## src/rtl/stopwatch_ctrl_pkg.sv

```systemverilog
// Shared constants for the stopwatch control unit: state encoding and clock rate.
package stopwatch_ctrl_pkg;

  localparam int CLK_HZ         = 100_000_000;
  localparam int LONG_PRESS_DEF = 2 * CLK_HZ;

  localparam logic [2:0] ST_STOP       = 3'd0;
  localparam logic [2:0] ST_RUN        = 3'd1;
  localparam logic [2:0] ST_CLR        = 3'd2;
  localparam logic [2:0] ST_ERASE_CLR  = 3'd3;
  localparam logic [2:0] ST_ERASE_SAVE = 3'd4;

endpackage

```

## src/rtl/stopwatch_ctrl_btn_edge_sync.sv

```systemverilog
// Button input path: 2-flop synchroniser, previous-level flop, registered rising-edge pulse.
// Pulse appears 3 clk edges after the level rises; level output is the synchronised s2.
module btn_edge_sync (
  input  logic clk,
  input  logic rst,
  input  logic btn,
  output logic level,
  output logic rise
);

  logic s1;
  logic s2;
  logic prev;

  always_ff @(posedge clk or posedge rst) begin
    if (rst) begin
      s1   <= 1'b0;
      s2   <= 1'b0;
      prev <= 1'b0;
      rise <= 1'b0;
    end else begin
      s1   <= btn;
      s2   <= s1;
      prev <= s2;
      rise <= s2 & ~prev;
    end
  end

  assign level = s2;

endmodule

```

## src/rtl/stopwatch_ctrl.sv

```systemverilog
// Stopwatch control FSM: run/stop level, clear/save/restore strobes, long-press erase.
// Button rise to registered output change is 3 clk cycles; no backpressure from the datapath.
module stopwatch_ctrl
  import stopwatch_ctrl_pkg::*;
#(
  parameter int LONG_PRESS = LONG_PRESS_DEF
) (
  input  logic       clk,
  input  logic       rst,
  input  logic       i_en,
  input  logic       i_btn_run,
  input  logic       i_btn_clear,
  input  logic       i_btn_lap,
  output logic       o_runstop,
  output logic       o_clear,
  output logic       o_save,
  output logic       o_restore,
  output logic       o_lap_valid,
  output logic [2:0] o_state
);

  localparam int HOLD_W = $clog2(LONG_PRESS + 1);
  localparam logic [HOLD_W-1:0] HOLD_MAX  = HOLD_W'(LONG_PRESS);
  localparam logic [HOLD_W-1:0] HOLD_FIRE = HOLD_W'(LONG_PRESS - 1);

  logic              rise_run;
  logic              rise_clear;
  logic              rise_lap;
  logic              lvl_clear;
  logic [2:0]        state;
  logic [HOLD_W-1:0] hold;

  btn_edge_sync u_sync_run (
    .clk(clk), .rst(rst), .btn(i_btn_run), .level(), .rise(rise_run)
  );
  btn_edge_sync u_sync_clear (
    .clk(clk), .rst(rst), .btn(i_btn_clear), .level(lvl_clear), .rise(rise_clear)
  );
  btn_edge_sync u_sync_lap (
    .clk(clk), .rst(rst), .btn(i_btn_lap), .level(), .rise(rise_lap)
  );

  // Only the highest-priority edge of a cycle survives; the rest are dropped.
  logic run_e;
  logic clr_e;
  logic lap_e;
  logic erase_go;

  assign run_e    = i_en & rise_run;
  assign clr_e    = i_en & rise_clear & ~rise_run;
  assign lap_e    = i_en & rise_lap & ~rise_run & ~rise_clear;
  assign erase_go = i_en && (state == ST_STOP) && (hold == HOLD_FIRE);

  // Erase states pin the counter at saturation so one press erases only once.
  always_ff @(posedge clk or posedge rst) begin
    if (rst) begin
      hold <= '0;
    end else if (!lvl_clear) begin
      hold <= '0;
    end else begin
      case (state)
        ST_STOP, ST_CLR:             hold <= (hold == HOLD_MAX) ? hold : hold + 1'b1;
        ST_ERASE_CLR, ST_ERASE_SAVE: hold <= HOLD_MAX;
        default:                     hold <= '0;
      endcase
    end
  end

  always_ff @(posedge clk or posedge rst) begin
    if (rst) begin
      state       <= ST_STOP;
      o_runstop   <= 1'b0;
      o_clear     <= 1'b0;
      o_save      <= 1'b0;
      o_restore   <= 1'b0;
      o_lap_valid <= 1'b0;
    end else begin
      o_clear   <= 1'b0;
      o_save    <= 1'b0;
      o_restore <= 1'b0;
      case (state)
        ST_STOP: begin
          if (erase_go) begin
            state   <= ST_ERASE_CLR;
            o_clear <= 1'b1;
          end else if (run_e) begin
            state     <= ST_RUN;
            o_runstop <= 1'b1;
          end else if (clr_e) begin
            state   <= ST_CLR;
            o_clear <= 1'b1;
          end else if (lap_e && o_lap_valid) begin
            o_restore <= 1'b1;
          end
        end
        ST_RUN: begin
          if (run_e) begin
            state     <= ST_STOP;
            o_runstop <= 1'b0;
          end else if (lap_e) begin
            o_save      <= 1'b1;
            o_lap_valid <= 1'b1;
          end
        end
        ST_CLR: begin
          state <= ST_STOP;
        end
        ST_ERASE_CLR: begin
          state       <= ST_ERASE_SAVE;
          o_save      <= 1'b1;
          o_lap_valid <= 1'b0;
        end
        default: begin
          state     <= ST_STOP;
          o_runstop <= 1'b0;
        end
      endcase
    end
  end

  assign o_state = state;

endmodule

```

## config.mk

```make
export PLATFORM = sky130hd
export DESIGN_NAME = stopwatch_ctrl
export DESIGN_NICKNAME = d
export VERILOG_FILES = /design/src/rtl/stopwatch_ctrl_pkg.sv /design/src/rtl/stopwatch_ctrl_btn_edge_sync.sv /design/src/rtl/stopwatch_ctrl.sv
export SDC_FILE = /design/constraint.sdc
export NUM_CORES = 1
export LEC_CHECK = 0
export BUFFER_PORTS_ARGS = -buffer_cell sky130_fd_sc_hd__buf_4
export CAP_MARGIN = 20
export CORE_MARGIN = 4
export CORE_UTILIZATION = 51
export DETAILED_ROUTE_END_ITERATION = 8
export GPL_TIMING_DRIVEN = 0
export PLACE_DENSITY = 0.78
export SLEW_MARGIN = 10
export SYNTH_ARGS = -nofsm -noshare
export SYNTH_HDL_FRONTEND = slang
export SYNTH_HIERARCHICAL = 1
export SYNTH_SLANG_ARGS = --single-unit
export TNS_END_PERCENT = 1
```

## constraint.sdc

```tcl
create_clock -name clk -period 2.8 [get_ports clk]
set_clock_uncertainty 0.05 [all_clocks]
set_input_delay 0.14 -clock clk [delete_from_list [all_inputs] [get_ports clk]]
set_output_delay 0.14 -clock clk [all_outputs]
set_load 0.01 [all_outputs]
```

==> flow_summary.toml, run 1 <==
[cells_and_area]
area_growth_pct = 12.7
drive_above_1_share_pct = 15.8
fill_cells = 361
design_area_um2 = 2670
utilization_pct = 60.4
diodes = 0
nNetsFinal = 267
top_register = "hold"
largest_reg_flops = 28

[synthesis]
syn_area_um2 = 2360
ys_warn_count = 6
syn_area_per_cell_um2 = 10.1
synth_fp_nets = 243
synth_commonest_cells = "dfrtp_1 (48), nand2_1 (24), nor2_1 (18)"
synth_top_area_share_pct = 50.8
synthArstFlopShare_pct = 100
synthTopCellsByArea = "dfrtp_1 (51%), xnor2_1 (4.1%), nand2_1 (3.8%), xor2_1 (3.0%), nor2_1 (2.9%)"
ys_seq_elements = 48
synth_edf_count = 0
yosysSeqAreaShare_pct = 50.8
synth_most_common_cell = "dfrtp_1"
yosysTopAreaCell = "dfrtp_1"
synth.distinct_cells = 49
syn_inst = 235
synthFlopType = "dfrtp_1"

[global_route]
antenna_found_initial = 0
grt_pass1_vias = 1784
gr-total-overflow = 0
grt_pass1_wl_um = 8470
grt_max_degree = 37
grt_usage_pct = 17.6

[drt]
ant_nets = 0
drt_first_pass_iters = 4
avgViaCountPerCell = 5.74
route.detailed.drc = 0
first_iter_violations = 136
wl_per_cell_um = 15.0
wirelength_um = 4670
vias = 1792

[sta]
period_needed_ps = 2250
slew_viol_final = 0
final.setup.tns_ps = 0
rsz0062_at_grt = "no"
tightest_slew_ps = 835
min_period_over_period_pct = 80.3
slew_headroom_pct = 43.8
max_freq_mhz = 445
setup_violations = 0
finalHoldViolations = 0
whs_ps = 144

[floorplan]
die_h_um = 76.1
die_w_um = 76.1
pin_count = 14
row_count = 24
core-area_um2 = 4410
start_util_pct = 53.6
die_area_um2 = 5790

[power]
p_leak_nw = 1.13
irDropWorstVdd_uv = 515
p_per_area_nw_per_um2 = 586

[setup_path]
rrSetupSlack_ps = 550
cp.arrival_ps = 2380
reg2reg_depth = 7
reg2reg_to = "hold[26]"
setup.worst_path.class = "reg2reg"
crit_required_ps = 2930
start_kind = "flop"
worstSetupEndpointType = "flop"
crit_fanout = 8
r2r_start = "hold[0]"

[placement]
place_hpwl_um = 3230
gp_congestion = 0.866
portBuffers = 13
post_dp_cell_area_um2 = 2530

[status]
outcome = "finished clean"

[clock_network]
cts.sinks = 48
path_clk_slew_ps = 90
cts.path.max_buffers = 2
h-tree-depth = 2
cts_tree = "built"
cts_root_buf = "clkbuf_8"
cts_buffers = 5
clock_latency_ps = 310

[min_path]
hp-start = "i_en"
holdPathStages = 3
worstHoldPathType = "in2reg"
worst_hold_path.endpoint = "o_clear"

[run]
maxCapViolCount = 0
area by class of cell:
| type | count | area, um2 | area share (%) |
|---|---|---|---|
| Tap cell | 52 | 65.1 | 2.44 |
| Inverter | 9 | 33.8 | 1.27 |
| Clock buffer | 6 | 82.6 | 3.10 |
| Sequential cell | 48 | 1200 | 45.1 |
| Clock inverter | 2 | 15.0 | 0.563 |
| Buffer | 11 | 48.8 | 1.83 |
| Multi-Input combinational cell | 167 | 1080 | 40.6 |
| Timing Repair Buffer | 17 | 138 | 5.16 |
placed cells by master (no fill, tap or decap), drive strengths merged, types with 6 or more instances in the layout:
cell type  count
nor3          10
clkbuf        12
buf           18
nand3          6
dfrtp         48
nand2         24
nand4          9
xnor2         11
inv            9
xor2           8
nor4           7
nor2          18
o21ai         11
a21oi         10
per-layer routing:
metal  up-vias  track usage [%]  share of wire [%]
li1        882                -                  -
met1       862             25.3                 48
met2        39             26.3                 46
met3         9             3.55                4.7
met4         0             6.47                1.7
met5         -                0                  0
worst max-delay path by stage:
stage / from / to / slack, ps
floorplan: hold[0] / hold[26] / 820
global placement: hold[0] / hold[26] / 610
detailed placement: hold[0] / hold[26] / 560
CTS: hold[0] / hold[26] / 530
global route: hold[4] / hold[16] / 390
finish: hold[0] / hold[26] / 550
worst max-delay path, cell delays in order, from the launching register on:
cell and delay, ps:
dfrtp_1 450, ha_1 230, nand3_2 180, or3_2 480, clkbuf_1 180, nor4_1 330, xnor2_1 160, nor2_1 50
metrics by stage:
stage	setup WS (ps)	power (mW)	instances
2_1_floorplan	823	1.02	235
3_3_place_gp	615	1.13	300
3_5_place_dp	560	1.14	300
4_1_cts	531	1.58	312
5_1_grt	386	1.66	312
6_report	552	1.56	312
timing repair:
item / in CTS / in global routing
setup endpoints to repair: 0 / 0
hold endpoints to repair: 51 / 0
resized for setup: 0 / 0
buffers inserted: 0 / 0
hold buffers: 4 / 0
report_power, final:
| group | switching, mW | internal (mW) | total, mW |
|---|---|---|---|
| Combinational | 0.176 | 0.133 | 0.310 |
| Clock | 0.239 | 0.200 | 0.439 |
| Sequential | 0.0562 | 0.756 | 0.813 |
cells by family after synthesis:
group,synth area share (%)
DFF,50.8
xor gates and xnor gates,7.04
AOI/OAI and AO/OA,10.3
adders and majority gates,1.06
and+or+nand+nor,27.3
buffers and inverters,3.49
Power figures use the tool's default switching activity.
==> run 2, diff against run 1 <==
==> constraint.sdc (replaced) <==
create_clock -name clk -period 2.3 [get_ports clk]
set_clock_uncertainty 0.05 [all_clocks]
set_input_delay 0.115 -clock clk [delete_from_list [all_inputs] [get_ports clk]]
set_output_delay 0.115 -clock clk [all_outputs]
set_load 0.01 [all_outputs]
==> flow_summary.toml, run 2 (synthesized netlist as in run 1, its figures left out) <==
[setup_path]
path_cells = "ha_1, nand3_4, or3_2, clkbuf_1, nor4_1, xnor2_1, nor2_1"
crit_fanout = 8
worstSetupEndpointType = "flop"
cp.arrival_ps = 2320
setup.worst_path.class = "reg2reg"
start_kind = "flop"
max_stage_delay_ps = 470
slowest_stage = "or3_2"
cp_num_buf_inv = 1
crit_required_ps = 2430
critPathTopFamily = "simple AND/OR/NAND/NOR gates"

[placement]
place_hpwl_um = 3230
gp_congestion = 0.866
portBuffers = 13

[global_route]
antenna_found_initial = 0
gr-total-overflow = 0
grt_max_degree = 37
grt_pass1_wl_um = 8470
grt_usage_pct = 17.6
met1_usage_pct = 25.3
grt_pass1_vias = 1784
top_usage_layer = "met2"
grt_use_met3_pct = 3.55
grtUsageMet2_pct = 26.3

[sta]
final.setup.tns_ps = 0
setup_violations = 0
whs_ps = 120
rsz0062_at_grt = "yes"
finalHoldViolations = 0
slew_headroom_pct = 50.2
slew_viol_final = 0
tightest_slew_ps = 747
max_freq_mhz = 457
min_period_over_period_pct = 95.1
period_needed_ps = 2190

[drt]
wirelength_um = 4720
drt_first_pass_iters = 4
avgViaCountPerCell = 5.88
wl_per_cell_um = 15.1
route.detailed.drc = 0
first_iter_violations = 139
vias = 1836
ant_nets = 0

[clock_network]
h-tree-depth = 2
clock_latency_ps = 310
cts.path.max_buffers = 2
postCtsSetupRepairBufs = 0
path_clk_slew_ps = 90
cts_root_buf = "clkbuf_8"
cts.sinks = 48
cts_tree = "built"
cts_buffers = 5

[cells_and_area]
drive_above_1_share_pct = 18.5
utilization_pct = 61.2
nNetsFinal = 267
largest_reg_flops = 28
final_common_cell = "dfrtp_1"
seq_area_um2 = 1200
area_growth_pct = 14.2
fill_cells = 362
multi_input_area_um2 = 1110
layout_common_cells = "dfrtp_1 (45), nand2_1 (24), nor2_1 (18)"
top_register = "hold"
diodes = 0

[floorplan]
die_w_um = 76.1
row_count = 24
die_h_um = 76.1
die_area_um2 = 5790
core-area_um2 = 4410
start_util_pct = 53.6
pin_count = 14

[run]
maxCapViolCount = 0

[power]
p_per_area_nw_per_um2 = 706
total_power_mw = 1.91
p_leak_nw = 1.13
irDropWorstVdd_uv = 629

[status]
outcome = "finished clean"

[min_path]
worstHoldPathType = "in2reg"
[run 2: cell types whose count changed in the layout (fill, tap and decap cells not counted)]
cell | before | now
o21ai_1 | 0 | 1
nor4_1 | 6 | 3
dfrtp_1 | 48 | 45
nor3_2 | 0 | 1
dfrtp_2 | 0 | 3
nand3_4 | 0 | 1
nor4_2 | 0 | 3
nor3_1 | 10 | 9
o21ai_0 | 11 | 10
nand3_2 | 1 | 0
[run 2: worst min-delay path: cells and delay by family]
kind | cells | cell delay [ps]
simple gates | 1 | 100
buf+inv | 1 | 120
compound gates | 1 | 90
[run 2: report_power, final]
part           internal (mW)  leakage [nW]  switching [mW]  total (mW)
sequential             0.922         0.631          0.0690       0.991
clock                  0.244        0.0434           0.295       0.539
combinational          0.163         0.451           0.215       0.378
[run 2: final timing paths]
check	startpoint	endpoint	slack, ps	cells after the start
min	i_en	o_clear	120	3
max in group asynchronous	rst	hold[3]	1220	3
max	hold[1]	hold[26]	110	7
max reg2reg	hold[1]	hold[26]	110	7
min in group asynchronous	rst	u_sync_run/rise	200	3
min reg2reg	u_sync_run/s1	u_sync_run/level	310	0
[run 2: per-layer routing]
metal,routed length [um],vias to the layer above
met1,2160,891
met3,256,11
met5,0,-
met4,97,0
li1,-,885
met2,2200,49
[run 2: timing repair]
item | in CTS | in global routing
setup endpoints to repair | 0 | 14
gates resized for setup | 0 | 9
hold buffers | 4 | 0
endpoints found under the hold margin | 51 | 0
[run 2: stage by stage]
stage	instance area [um2]	instances	setup slack (ps)
3_5_place_dp	2530	300	59.6
4_1_cts	2670	312	31.1
6_report	2700	312	112
2_1_floorplan	2360	235	323
5_1_grt	2700	312	-3.50
3_3_place_gp	2530	300	115
[run 2: area by class of cell]
type	count	area share (%)
Timing Repair Buffer	17	5.10
Clock buffer	6	3.06
Clock inverter	2	0.556
Multi-Input combinational cell	167	41.2
Tap cell	52	2.41
Inverter	9	1.25
Sequential cell	48	44.6
Buffer	11	1.81
